`src/rtl/inc_arb_pkg.sv`:
```
// inc_arb_pkg: shared state encoding, default sizes and a one-hot helper
// for the round-robin incrementer arbiter.
package inc_arb_pkg;

  typedef enum logic {
    ST_IDLE = 1'b0,
    ST_BUSY = 1'b1
  } state_e;

  localparam int DEF_DATAWIDTH = 8;
  localparam int DEF_NREQ      = 4;
  localparam int MAX_NREQ      = 8;

  // One-hot encode an index into the widest supported requester vector;
  // callers cast the result down to NREQ bits.
  function automatic logic [MAX_NREQ-1:0] onehot(input logic [2:0] idx);
    onehot = MAX_NREQ'(1) << idx;
  endfunction

endpackage

```
`src/rtl/inc.sv`:
```
// inc: the shared incrementer datapath; wraps at DATAWIDTH, no carry-out.
module inc #(
  parameter int DATAWIDTH = 8
) (
  input  logic [DATAWIDTH-1:0] a,
  output logic [DATAWIDTH-1:0] y
);

  assign y = a + DATAWIDTH'(1);

endmodule

```
`src/rtl/rr_pick.sv`:
```
// rr_pick: combinational round-robin picker. Returns the first set request
// bit found scanning upward from ptr, wrapping from NREQ-1 back to 0.
module rr_pick #(
  parameter  int NREQ = 4,
  localparam int IDW  = $clog2(NREQ)
) (
  input  logic [NREQ-1:0] req,
  input  logic [IDW-1:0]  ptr,
  output logic            any,
  output logic [IDW-1:0]  winner
);

  logic [IDW-1:0] idx;

  // Scan from the far end towards ptr so the last hit is the closest one.
  always_comb begin
    any    = 1'b0;
    winner = '0;
    idx    = '0;
    for (int k = NREQ - 1; k >= 0; k--) begin
      idx = IDW'((int'(ptr) + k) % NREQ);
      if (req[idx]) begin
        any    = 1'b1;
        winner = idx;
      end
    end
  end

endmodule

```
`src/rtl/inc_arbiter.sv`:
```
// inc_arbiter: shares one incrementer among NREQ requesters in round-robin
// order. Grant in one cycle, tagged registered result in the next.
// Build option: define INC_ARB_SAT_EN for a saturating increment
// (all-ones stays all-ones); otherwise the increment wraps to zero.
import inc_arb_pkg::*;

module inc_arbiter #(
  parameter  int DATAWIDTH = DEF_DATAWIDTH,
  parameter  int NREQ      = DEF_NREQ,
  localparam int IDW       = $clog2(NREQ)
) (
  input  logic                      Clk,
  input  logic                      Rst,
  input  logic [NREQ-1:0]           req,
  input  logic [NREQ*DATAWIDTH-1:0] a_in,
  output logic [NREQ-1:0]           gnt,
  output logic [DATAWIDTH-1:0]      d_out,
  output logic                      d_valid,
  output logic [IDW-1:0]            d_id,
  output logic                      d_ovf,
  output logic                      busy
);

  state_e                 state_q, state_d;
  logic [IDW-1:0]         ptr_q, ptr_d;
  logic [IDW-1:0]         win_id_q, win_id_d;
  logic [DATAWIDTH-1:0]   op_reg_q, op_reg_d;
  logic [NREQ-1:0]        gnt_q, gnt_d;
  logic [DATAWIDTH-1:0]   d_out_q, d_out_d;
  logic                   d_valid_q, d_valid_d;
  logic [IDW-1:0]         d_id_q, d_id_d;
  logic                   d_ovf_q, d_ovf_d;
  logic                   busy_q, busy_d;

  logic                   pick_any;
  logic [IDW-1:0]         pick_win;
  logic [DATAWIDTH-1:0]   inc_y;
  logic [DATAWIDTH-1:0]   inc_res;
  logic                   op_all_ones;

  rr_pick #(.NREQ(NREQ)) u_pick (
    .req    (req),
    .ptr    (ptr_q),
    .any    (pick_any),
    .winner (pick_win)
  );

  inc #(.DATAWIDTH(DATAWIDTH)) u_inc (
    .a (op_reg_q),
    .y (inc_y)
  );

  assign op_all_ones = &op_reg_q;

  // Post-incrementer result select: clamp at all-ones or let it wrap.
  always_comb begin
`ifdef INC_ARB_SAT_EN
    inc_res = op_all_ones ? {DATAWIDTH{1'b1}} : inc_y;
`else
    inc_res = inc_y;
`endif
  end

  // Next-state and output-register logic for the IDLE/BUSY controller.
  always_comb begin
    state_d   = state_q;
    ptr_d     = ptr_q;
    win_id_d  = win_id_q;
    op_reg_d  = op_reg_q;
    gnt_d     = gnt_q;
    d_out_d   = d_out_q;
    d_valid_d = 1'b0;
    d_id_d    = d_id_q;
    d_ovf_d   = d_ovf_q;
    busy_d    = busy_q;
    unique case (state_q)
      ST_IDLE: begin
        if (pick_any) begin
          op_reg_d = a_in[int'(pick_win)*DATAWIDTH +: DATAWIDTH];
          gnt_d    = NREQ'(onehot(3'(pick_win)));
          win_id_d = pick_win;
          busy_d   = 1'b1;
          state_d  = ST_BUSY;
        end
      end
      ST_BUSY: begin
        d_out_d   = inc_res;
        d_ovf_d   = op_all_ones;
        d_id_d    = win_id_q;
        d_valid_d = 1'b1;
        gnt_d     = '0;
        busy_d    = 1'b0;
        ptr_d     = (int'(win_id_q) == NREQ - 1) ? '0 : win_id_q + IDW'(1);
        state_d   = ST_IDLE;
      end
      default: state_d = ST_IDLE;
    endcase
  end

  // State and output registers; reset drops any operation in flight.
  always_ff @(posedge Clk or posedge Rst) begin
    if (Rst) begin
      state_q   <= ST_IDLE;
      ptr_q     <= '0;
      win_id_q  <= '0;
      op_reg_q  <= '0;
      gnt_q     <= '0;
      d_out_q   <= '0;
      d_valid_q <= 1'b0;
      d_id_q    <= '0;
      d_ovf_q   <= 1'b0;
      busy_q    <= 1'b0;
    end else begin
      state_q   <= state_d;
      ptr_q     <= ptr_d;
      win_id_q  <= win_id_d;
      op_reg_q  <= op_reg_d;
      gnt_q     <= gnt_d;
      d_out_q   <= d_out_d;
      d_valid_q <= d_valid_d;
      d_id_q    <= d_id_d;
      d_ovf_q   <= d_ovf_d;
      busy_q    <= busy_d;
    end
  end

  assign gnt     = gnt_q;
  assign d_out   = d_out_q;
  assign d_valid = d_valid_q;
  assign d_id    = d_id_q;
  assign d_ovf   = d_ovf_q;
  assign busy    = busy_q;

endmodule

```
`config.mk`:
```
export PLATFORM = sky130hd
export DESIGN_NAME = inc_arbiter
export DESIGN_NICKNAME = d
export VERILOG_FILES = /design/src/rtl/inc_arb_pkg.sv /design/src/rtl/inc.sv /design/src/rtl/rr_pick.sv /design/src/rtl/inc_arbiter.sv
export SDC_FILE = /design/constraint.sdc
export NUM_CORES = 1
export LEC_CHECK = 0
export BUFFER_PORTS_ARGS = -buffer_cell sky130_fd_sc_hd__clkbuf_2
export CAP_MARGIN = 20
export CORE_ASPECT_RATIO = 0.9
export CORE_MARGIN = 10
export CORE_UTILIZATION = 40
export CTS_CLUSTER_DIAMETER = 50
export DETAILED_ROUTE_END_ITERATION = 10
export PLACE_DENSITY = 0.67
export RECOVER_POWER = 25
export SYNTH_ARGS = -nofsm -noshare
export SYNTH_HDL_FRONTEND = slang
export SYNTH_SLANG_ARGS = --single-unit
```
`constraint.sdc`:
```
create_clock -name Clk -period 2.2 [get_ports Clk]
set_input_delay 0.44 -clock Clk [delete_from_list [all_inputs] [get_ports Clk]]
set_output_delay 0.44 -clock Clk [all_outputs]
set_load 0.02 [all_outputs]
```
* After elaboration in Yosys (flattened, before gate mapping)
Cells that the tools add are included.
Cells by class: $add $sub $neg 5, multipliers 0, divide/modulo/power cells 0, magnitude comparators 4, eq/ne operators 2, shifts and indexed selects 2, multiplexer cells 24, bitwise operators 1, reductions and logical operators 2
Operator list (number):
- 32-bit by 6-bit indexed part select with 8-bit output | 1
- 2-bit by 3-bit less-than comparator with 1-bit output (second input constant) | 4
- 1-bit two-way mux | 11
- 2-bit two-way mux | 5
- 8-bit by 1-bit adder with 8-bit output (second input constant) | 1
- 1-bit binary-select mux with 2-bit select | 4
- 4-bit case mux with 2 select lines | 1
- 8-bit AND reduction | 1
- 2-bit by 1-bit adder with 2-bit output (second input constant) | 2
- 2-bit adder (second input constant) | 2
- 4-bit two-way mux | 1
- 1-bit case mux with 2 select lines | 2
- 1-bit by 2-bit << shifter with 4-bit output (first input constant) | 1
- 2-bit by 1-bit equality test with 1-bit output (second input constant) | 1
- 2-bit != test (second input constant) | 1
- 2-bit AND reduction | 1
- 1-bit NOT | 1
Storage, ports and cells: bits in registers 30, latch bits 0, RAM bits 0, memory bits (read-only) 0, output and inout port bits 17, word-level logic and storage cells 50, memories 0

* Depth between registers and ports, before layout
Gate-level depths: netlist (run 1).
depth after elaboration 10, mapped depth 7

* By module
Synthesis (run 1) repeated with hierarchy kept, for this count alone.
Second synthesis, totals: cell total of the unflattened synthesis 118, area, all modules 1576.5 sq um
By module, submodules not included:
- inc_arbiter | instances 1, cells an instance 89, area an instance 1382.6 sq um, seq. area each 750.7 sq um
- inc | instances 1, cells an instance 16, area an instance 116.4 sq um, seq. area each 0.0 sq um
- rr_pick | instances 1, cells an instance 13, area an instance 77.6 sq um, seq. area each 0.0 sq um

* Least setup slack after synthesis (run 1)
No wires, ideal clock.
path type input to register, from in req[1], to reg op_reg_q[0], setup time 0.123 ns, arrival 1.634 ns, required time 2.077 ns, setup slack 0.443 ns, stages on the path 7, path through nand2b_1 o22a_2 buf_6 nand2_4 buf_6 mux2_4 o221a_1
On the way: word-level cells in the longest chain between the ends 7
RTL lines:
- from (decl) | line inc_arbiter.sv:14 | input logic [NREQ-1:0] req,
- 1-bit binary-select mux with 2-bit select | line rr_pick.sv:22 | if (req[idx]) begin
- 1-bit two-way mux (implied by the code) | line rr_pick.sv:22
- 2-bit two-way mux / 1-bit two-way mux (equally long branches) (4 in series) | line rr_pick.sv:22
- 32-bit by 6-bit indexed part select with 8-bit output / 2-bit AND reduction (equally long branches)
- to (signal assigned) | line inc_arbiter.sv:117 | op_reg_q <= op_reg_d;
- to (decl) | line inc_arbiter.sv:27 | logic [DATAWIDTH-1:0] op_reg_q, op_reg_d;
Several ways; a longest one is shown, not always the timed one. The select of a mux whose other input is x is not followed. A chain may end at the register's enable or synchronous reset.

* Worst setup path in the final report (run 1)
from reg ptr_q[1], to reg op_reg_q[4]
On the way: word-level cells in the longest chain between the ends 8
RTL lines:
- from (decl) | line inc_arbiter.sv:25 | logic [IDW-1:0] ptr_q, ptr_d;
- from (signal assigned) | line inc_arbiter.sv:115 | ptr_q <= ptr_d;
- 2-bit adder | line rr_pick.sv:21 | idx = IDW'((int'(ptr) + k) % NREQ);
- 1-bit binary-select mux with 2-bit select | line rr_pick.sv:22
- 1-bit two-way mux (implied by the code) | line rr_pick.sv:22
- 2-bit two-way mux / 1-bit two-way mux (equally long branches) (4 in series) | line rr_pick.sv:22
- 32-bit by 6-bit indexed part select with 8-bit output / 2-bit AND reduction (equally long branches)
Several ways; a longest one is shown, not always the timed one. The select of a mux whose other input is x is not followed.

==> run summary, run 1 <==
Skew-Pair Late Insertion Delay: 0.29 ns
Layout Nets: 250
CP Class: reg -> reg
Post-Syn Area: 1617 um2
DR iter-0 viols: 34
GRT Total Usage: 0.1182
Site Rows: 21
pin count of the biggest net entering global routing: 31
Initial Util: 0.4243
Largest stage delay, worst path: 0.45 ns
max-slew violations: 31
Setup Fix Bufs, Post-CTS: 0
Worst slew margin: -0.05193
RSZ-0062 raised after global routing: no
most frequently used flop master after synthesis: dfrtp_1
Final Setup Violations: 0
Synth area leader: dfrtp_1
worst-margin pin slew: 1.578 ns
CP cell instances: mux2_4 > nand2b_2 > nand2_4 > mux2_1 > o221a_1
Slowest-stage cell, CP: dfrtp_1
register area share after synthesis: 0.4644
final clock skew: 0.003909 ns
final period utilization: 0.8034
EDFF count, synth: 0
setup TNS: 0 ns
routability congestion estimate: 0.8190
H-tree depth: 2
first-pass GRT wire length: 6.527 mm
Detailed Routing Iterations Pass 1: 4
syn_nets: 194
Area Overhead vs Synth: 27.01%
pre-CTS WS: 0.2957 ns
layout cells sized above 1: 0.3981
Final Hold Fails: 0
vias after detailed routing: 1334
max_cap viols: 1
Core Region: 3810 um2
Yosys reg bits: 30
DRC: 0
GR Overflow Total: 0
Root Buffer: clkbuf_8
crit end category: register
Die ar.: 6988 um2
worst path arrival time: 1.94 ns
worst endpoint required time: 2.38 ns
# IOs: 55
Syn Area/Cell: 10.50 um2
P_leak: 0.9773 nW
area post-placement: 1914 um2
post-route minimum period: 1.768 ns
Hold Crit Class: reg -> reg
Buf+Inv Stages, Crit Path: 0
Worst path top cell family by delay: multiplexers
DR WL/cell: 15.82 um
clock-pin slew of the registers on the worst-case setup and hold paths: 0.07 ns
final WL: 4.065 mm
synthesis warning total: 0
vias in the first global route: 1396
Worst Path Max Fanout: 11
Core Util, Final: 0.5389
port bufs: 54
Power Dens Cells: 1377 nW/um2
# hold bufs at CTS: 0
Post-Synthesis Cells: 154
Synth cell types: 35
Sink Count: 30
cell area after layout: 2053 um2
Die H: 80.31 um
Longest Clk Path Bufs: 2
Max Clk Rate: 565.7 MHz
ys async rst share: 1.000
Max VDD drop: 573.2 uV
antenna cells: 0
top cells by area, synth: dfrtp_1 46%, mux2_4 7.4%, nand3_1 6.5%
vias per cell: 5.191
Routed Antenna Nets: 0
# resized after CTS: 0
Setup WS post-layout: 0.4324 ns
TritonCTS buffer count: 5
initial antenna violation count: 0
share of the synthesized area in the top cell type: 0.4644
CTS tree: built
Final HPWL DP: 3.222 mm
failing checks: max-capacitance violations, max-slew violations
Hold Slack: 0.4999 ns
run status: finished with violations
chip width: 87.01 um
startpoint types: register
registers in the layout (all words and copies together) (netlist names), 2 cells and up:
register	flops
d_id	2
d_out	8
gnt	4
op_reg_q	8
ptr_q	2
win_id_q	2
routing by layer:
metal  GRT usage  share of wire  vias to the layer above
met1      0.1224           0.39                      636
met5           0              0                        -
met2      0.2086           0.55                       27
met3     0.04844          0.052                        6
li1            -              -                      665
met4     0.04369          0.014                        0
stage by stage:
stage / power, mW / instances
2_1_floorplan: 1.863 / 154
3_3_place_gp: 2.131 / 249
3_5_place_dp: 2.162 / 249
4_1_cts: 2.872 / 257
5_1_grt: 3.048 / 257
6_report: 2.828 / 257
placed cells by master (no fill, tap or decap), drive strengths merged:
cell type	n
and3	2
a21boi	1
and2	2
ha	2
o21bai	1
o31a	1
o221a	8
o22a	1
nand2	8
bufinv	2
xor2	4
nor2b	2
inv	6
a2bb2oi	1
o21ai	9
nor4	1
clkbuf	61
nor2	12
mux2	14
a22oi	1
o22ai	2
buf	3
dfrtp	30
or2	1
nand3	21
xnor2	2
o221ai	1
a21oi	10
nand2b	2
worst register-to-register path, delay by kind of cell (launching register included):
family	cells	cell delay [ns]
and+or+nand+nor	2	0.34
AOI/OAI and AO/OA	1	0.20
DFF	1	0.45
muxes	2	0.67
power by group:
| group | switching, mW | internal (mW) | leakage [nW] | total [mW] |
|---|---|---|---|---|
| combinational | 0.619 | 0.531 | 0.553 | 1.15 |
| clock | 0.218 | 0.483 | 0.0714 | 0.701 |
| sequential | 0.190 | 0.787 | 0.353 | 0.977 |
synth_stat cells (2+ instances only):
cell type,number
and2_1,2
ha_1,2
o221a_1,8
a21oi_1,10
o21ai_0,9
and3_1,2
clkbuf_1,5
buf_6,3
nand2_1,6
o22ai_1,2
nor2b_1,2
nor2_1,12
inv_1,5
nand3_1,21
dfrtp_1,30
xor2_1,4
mux2_2,5
xnor2_1,2
mux2_4,8
final cells by class:
| type | instances | area (um2) |
|---|---|---|
| Sequential cell | 30 | 750.7 |
| Fill cell | 355 | 1757 |
| Tap cell | 46 | 57.56 |
| Timing Repair Buffer | 58 | 296.5 |
| Clock buffer | 6 | 82.58 |
| Clock inverter | 2 | 60.06 |
| Multi-Input combinational cell | 109 | 783.3 |
| Inverter | 6 | 22.52 |
path summary, 6_finish.rpt:
path,start,end,slack [ns],cells past startpoint
max,ptr_q[1]$_DFFE_PP0P_,op_reg_q[4]$_DFFE_PP0P_,0.43,5
min,op_reg_q[0]$_DFFE_PP0P_,d_out[0]$_DFFE_PP0P_,0.50,1
max reg2reg,ptr_q[1]$_DFFE_PP0P_,op_reg_q[4]$_DFFE_PP0P_,0.43,5
min reg2reg,op_reg_q[0]$_DFFE_PP0P_,d_out[0]$_DFFE_PP0P_,0.50,1
max in group asynchronous,Rst,ptr_q[0]$_DFFE_PP0P_,0.62,3
min in group asynchronous,Rst,d_out[2]$_DFFE_PP0P_,0.66,3
cell families after synthesis:
family	after synthesis	synth area share
flip-flops	30	0.4644
adder cells (fa/ha/maj)	2	0.01548
AO/OA/AOI/OAI	36	0.1587
buffers and inverters	15	0.05108
XOR/XNOR	6	0.03251
multiplexers	14	0.1161
AND/OR/NAND/NOR	51	0.1618
Note: power is estimated with default switching activity, not from simulation.
==> inputs of run 2 (changes only) <==
==> constraint.sdc (replaced) <==
create_clock -name Clk -period 1.75 [get_ports Clk]
set_input_delay 0.35 -clock Clk [delete_from_list [all_inputs] [get_ports Clk]]
set_output_delay 0.35 -clock Clk [all_outputs]
set_load 0.02 [all_outputs]
==> run summary, run 2 (synthesis gave the netlist of run 1 again) <==
Sink Count: 30 (unchanged)
RSZ-0062 raised after global routing: no
# IOs: 55 (unchanged)
max_cap viols: 0 (-1)
CP startpoint: ptr_q[1]$_DFFE_PP0P_
Final Hold Fails: 0 (unchanged)
GRT Total Usage: 0.1157 (-0.002505)
vias per cell: 5.169 (-0.43%)
Site Rows: 21 (unchanged)
chip width: 87.01 um (unchanged)
initial antenna violation count: 0 (unchanged)
final period utilization: 0.9551 (+0.1516)
crit end category: register
setup TNS: 0 ns (unchanged)
worst-margin pin slew: 0.7366 ns (-0.8413 ns)
antenna cells: 0 (unchanged)
worst endpoint required time: 1.91 ns (-0.47 ns)
pin count of the biggest net entering global routing: 31 (unchanged)
commonest non-fill, non-tap cell in the layout: clkbuf_2
Max Clk Rate: 598.3 MHz (+5.8%)
DR WL/cell: 15.11 um (-4.5%)
DRC: 0 (unchanged)
H-tree depth: 2 (unchanged)
Root Buffer: clkbuf_8
footprint of the multi-input gates: 787.0 um2 (+0.48%)
most frequent cells in the layout: 55 x clkbuf_2, 29 x dfrtp_1, 21 x nand3_1
Setup Fix Bufs, Post-CTS: 0 (unchanged)
first-pass GRT wire length: 6.520 mm (-0.11%)
Layout Nets: 255 (+2.0%)
Max VDD drop: 893.6 uV (+56%)
Area Overhead vs Synth: 27.86%
RR Startpoint: ptr_q[1]$_DFFE_PP0P_
Detailed Routing Iterations Pass 1: 4 (unchanged)
GR Overflow Total: 0 (unchanged)
Final HPWL DP: 3.118 mm (-3.2%)
Skew-Pair Late Insertion Delay: 0.28 ns (about the same)
P_leak: 0.9887 nW (+1.2%)
fillers: 357 (+0.56%)
Core Region: 3810 um2 (unchanged)
routability congestion estimate: 0.8627 (+5.3%)
sequential cell area: 752.0 um2 (+0.17%)
worst path arrival time: 1.84 ns (-0.10 ns)
layout cells sized above 1: 0.4233 (+0.02515)
# resized after CTS: 0 (unchanged)
CTS tree: built
startpoint types: register
Hold Crit Class: in -> async
final clock skew: 0.003926 ns (+0.00001688 ns)
max-slew violations: 0 (-100%)
PnR Total Power: 3.437 mW (+22%)
final WL: 3.943 mm (-3.0%)
DR iter-0 viols: 52 (+53%)
cell area after layout: 2067 um2 (+0.67%)
clock-pin slew of the registers on the worst-case setup and hold paths: 0.06 ns (about the same)
vias in the first global route: 1390 (-0.43%)
Setup WS post-layout: 0.07862 ns (-0.3538 ns)
run status: complete, no violations
Die ar.: 6988 um2 (unchanged)
area post-placement: 1952 um2 (+2.0%)
Routed Antenna Nets: 0 (unchanged)
Power Dens Cells: 1663 nW/um2 (+21%)
TritonCTS buffer count: 5 (unchanged)
Final Setup Violations: 0 (unchanged)
vias after detailed routing: 1349 (+1.1%)
Longest Clk Path Bufs: 2 (unchanged)
Initial Util: 0.4243 (unchanged)
pre-CTS WS: 0.002911 ns (-0.2927 ns)
port bufs: 54 (unchanged)
post-route minimum period: 1.671 ns (-0.09619 ns)
CP Class: reg -> reg
Worst slew margin: 0.5089 (+0.5609)
Die H: 80.31 um (unchanged)
Worst Path Max Fanout: 11 (unchanged)
# hold bufs at CTS: 0 (unchanged)
-- run 2: final timing paths --
check,to,slack [ns],cells past startpoint
max,op_reg_q[4]$_DFFE_PP0P_,0.08,5
min,d_valid$_DFF_PP0_,0.26,3
max reg2reg,op_reg_q[4]$_DFFE_PP0P_,0.08,5
min reg2reg,d_id[1]$_DFFE_PP0P_,0.51,1
max in group asynchronous,ptr_q[1]$_DFFE_PP0P_,0.97,3
min in group Clk,op_reg_q[4]$_DFFE_PP0P_,0.43,4
-- run 2: per-stage QoR --
step,utilization,hold slack [ns],cells
after CTS,0.5419,0.1380,261
after detailed placement,0.5123,0.4437,254
after floorplan,-,0.3519,154
final,0.5425,0.2603,261
after global routing,0.5425,0.3344,261
after global placement,0.5123,0.4203,254
-- run 2: per-layer routing --
| metal | wire length (um) | global-route usage |
|---|---|---|
| met1 | 1658 | 0.1349 |
| met2 | 2043 | 0.1933 |
| met3 | 217 | 0.04541 |
| met4 | 23 | 0.02913 |
| met5 | 0 | 0 |
-- run 2: area by class of cell --
cell class / count / area share
clock buffer: 6 / 0.03995
clock inverter: 1 / 0.01453
inverter: 6 / 0.01090
multi-input combinational: 109 / 0.3808
sequential: 30 / 0.3638
tap: 46 / 0.02785
timing repair buffer: 63 / 0.1622
-- run 2: worst max-delay path, cell delays in order (launching register included) --
cell      delay, ns
dfrtp_2        0.45
mux2_4         0.32
nand2b_2       0.10
nand2_4        0.14
mux2_1         0.35
o221a_1        0.21
-- run 2: report_power, final --
part,internal [mW],switching (mW),total [mW]
combinational,0.707,0.788,1.50
sequential,0.992,0.244,1.24
clock,0.455,0.251,0.706
==> inputs of run 3 (changes only) <==
--- a/config.mk
+++ b/config.mk
@@ -5,14 +5,13 @@
 export SDC_FILE = /design/constraint.sdc
 export NUM_CORES = 1
 export LEC_CHECK = 0
-export BUFFER_PORTS_ARGS = -buffer_cell sky130_fd_sc_hd__clkbuf_2
 export CAP_MARGIN = 20
 export CORE_ASPECT_RATIO = 0.9
-export CORE_MARGIN = 10
 export CORE_UTILIZATION = 40
 export CTS_CLUSTER_DIAMETER = 50
 export DETAILED_ROUTE_END_ITERATION = 10
-export PLACE_DENSITY = 0.67
+export DONT_BUFFER_PORTS = 1
+export PLACE_DENSITY = 0.55
 export RECOVER_POWER = 25
 export SYNTH_ARGS = -nofsm -noshare
 export SYNTH_HDL_FRONTEND = slang
==> run summary, run 3 (synthesis gave the netlist of run 1 again) <==
port bufs: 0 (-100%)
Largest stage delay, worst path: 0.45 ns (about the same)
GR Overflow Total: 0 (unchanged)
initial antenna violation count: 0 (unchanged)
max-slew violations: 0 (unchanged)
setup TNS: 0 ns (unchanged)
Die H: 62.31 um (-22%)
worst path arrival time: 1.83 ns (about the same)
routability congestion estimate: 0.7523 (-13%)
CP Class: reg -> reg
Skew-Pair Late Insertion Delay: 0.27 ns (about the same)
Worst slew margin: 0.5257 (+0.01680)
vias in the first global route: 1137 (-18%)
DR WL/cell: 15.71 um (+4.0%)
final period utilization: 0.9531 (-0.001961)
pin count of the biggest net entering global routing: 31 (unchanged)
Core Region: 3784 um2 (-0.69%)
Hold Slack: 0.1615 ns (-0.09873 ns)
crit end category: register
Root Buffer: clkbuf_8
post-route minimum period: 1.668 ns (-0.003431 ns)
Setup Fix Bufs, Post-CTS: 0 (unchanged)
most frequent cells in the layout: 29 x dfrtp_1, 21 x nand3_1, 12 x nor2_1
Final Hold Fails: 0 (unchanged)
Max VDD drop: 663.3 uV (-26%)
first-pass GRT wire length: 5.692 mm (-13%)
DRC: 0 (unchanged)
vias per cell: 5.615 (+8.6%)
Core Util, Final: 0.4666 (-0.07593)
Hold Crit Class: in -> async
Max Clk Rate: 599.5 MHz (+0.21%)
cell area after layout: 1765 um2 (-15%)
final clock skew: 0.001796 ns (-0.002130 ns)
worst-margin pin slew: 0.7114 ns (-0.02520 ns)
final WL: 3.220 mm (-18%)
Sink Count: 30 (unchanged)
layout cells sized above 1: 0.2327 (-0.1906)
startpoint types: register
H-tree depth: 2 (unchanged)
run status: complete, no violations
area post-placement: 1659 um2 (-15%)
Final HPWL DP: 2.437 mm (-22%)
DR iter-0 viols: 38 (-27%)
CP cell instances: mux2_4 > nand2b_2 > nand2_4 > mux2_1 > o221a_1
Die ar.: 4300 um2 (-38%)
Power Dens Cells: 1766 nW/um2 (+6.2%)
TritonCTS buffer count: 5 (unchanged)
Site Rows: 21 (unchanged)
Layout Nets: 198 (-22%)
max_cap viols: 0 (unchanged)
Buf+Inv Stages, Crit Path: 0 (unchanged)
Longest Clk Path Bufs: 2 (unchanged)
chip width: 69.01 um (-21%)
# IOs: 55 (unchanged)
Final Setup Violations: 0 (unchanged)
Routed Antenna Nets: 0 (unchanged)
P_leak: 0.7435 nW (-25%)
Area Overhead vs Synth: 9.210%
worst endpoint required time: 1.91 ns (about the same)
Initial Util: 0.4272 (+0.002947)
antenna cells: 0 (unchanged)
Worst Path Max Fanout: 11 (unchanged)
Detailed Routing Iterations Pass 1: 4 (unchanged)
clock-pin slew of the registers on the worst-case setup and hold paths: 0.06 ns (about the same)
CTS tree: built
vias after detailed routing: 1151 (-15%)
GRT Total Usage: 0.1694 (+0.05373)
Slowest-stage cell, CP: dfrtp_2
RSZ-0062 raised after global routing: no
commonest non-fill, non-tap cell in the layout: dfrtp_1
Worst path top cell family by delay: multiplexers
## run 3: path summary, 6_finish.rpt
check                                   startpoint                       to  slack [ns]  depth (start not counted)
max                           ptr_q[1]$_DFFE_PP0P_  op_reg_q[4]$_DFFE_PP0P_        0.08                          5
min in group Clk                           a_in[9]  op_reg_q[1]$_DFFE_PP0P_        0.34                          3
min                                            Rst         busy$_DFFE_PP0P_        0.16                          2
min reg2reg                op_reg_q[0]$_DFFE_PP0P_     d_out[0]$_DFFE_PP0P_        0.54                          1
max in group asynchronous                      Rst     ptr_q[1]$_DFFE_PP0P_        1.09                          2
max reg2reg                   ptr_q[1]$_DFFE_PP0P_  op_reg_q[4]$_DFFE_PP0P_        0.08                          5
## run 3: through the flow
stage                     power [mW]  std cells  worst slack [ns]
after floorplan                2.342        154           0.05373
after global placement         2.520        197            0.1459
after detailed placement       2.566        197           0.08139
after CTS                      3.132        205           0.06800
after global routing           3.367        205           0.02207
final                          3.118        205           0.08205
## run 3: cell type report
cell class              count  area, um2
clock buffers               7      86.33
clock inverters             1      5.005
fillers                   359       2018
inverters                   6      22.52
multi-input cells         109      799.5
flip-flops and latches     30      752.0
well taps                  46      57.56
repair buffers              6      42.54
## run 3: repair_timing
| item | in CTS | in global routing |
|---|---|---|
| gates resized for setup | 0 | 5 |
| hold buffers | 0 | 0 |
| setup endpoints to repair | 0 | 9 |
## run 3: worst register-to-register path, delay by kind of cell (launching register included)
| kind | cells | cell delay [ns] |
|---|---|---|
| AOI/OAI and AO/OA | 1 | 0.20 |
| muxes | 2 | 0.67 |
| and+or+nand+nor | 2 | 0.23 |
| DFF | 1 | 0.45 |
## run 3: metal layers
| metal | track usage | wire length [um] | vias up |
|---|---|---|---|
| li1 | - | - | 563 |
| met5 | 0 | 0 | - |
| met1 | 0.2422 | 1587 | 524 |
| met2 | 0.2233 | 1314 | 60 |
| met4 | 0.07653 | 58 | 0 |
| met3 | 0.06494 | 259 | 4 |
## run 3: where the power goes
group / internal (mW) / switching [mW] / leakage, nW
clock network: 0.316 / 0.239 / 0.0482
logic: 0.573 / 0.532 / 0.344
registers: 0.992 / 0.466 / 0.352
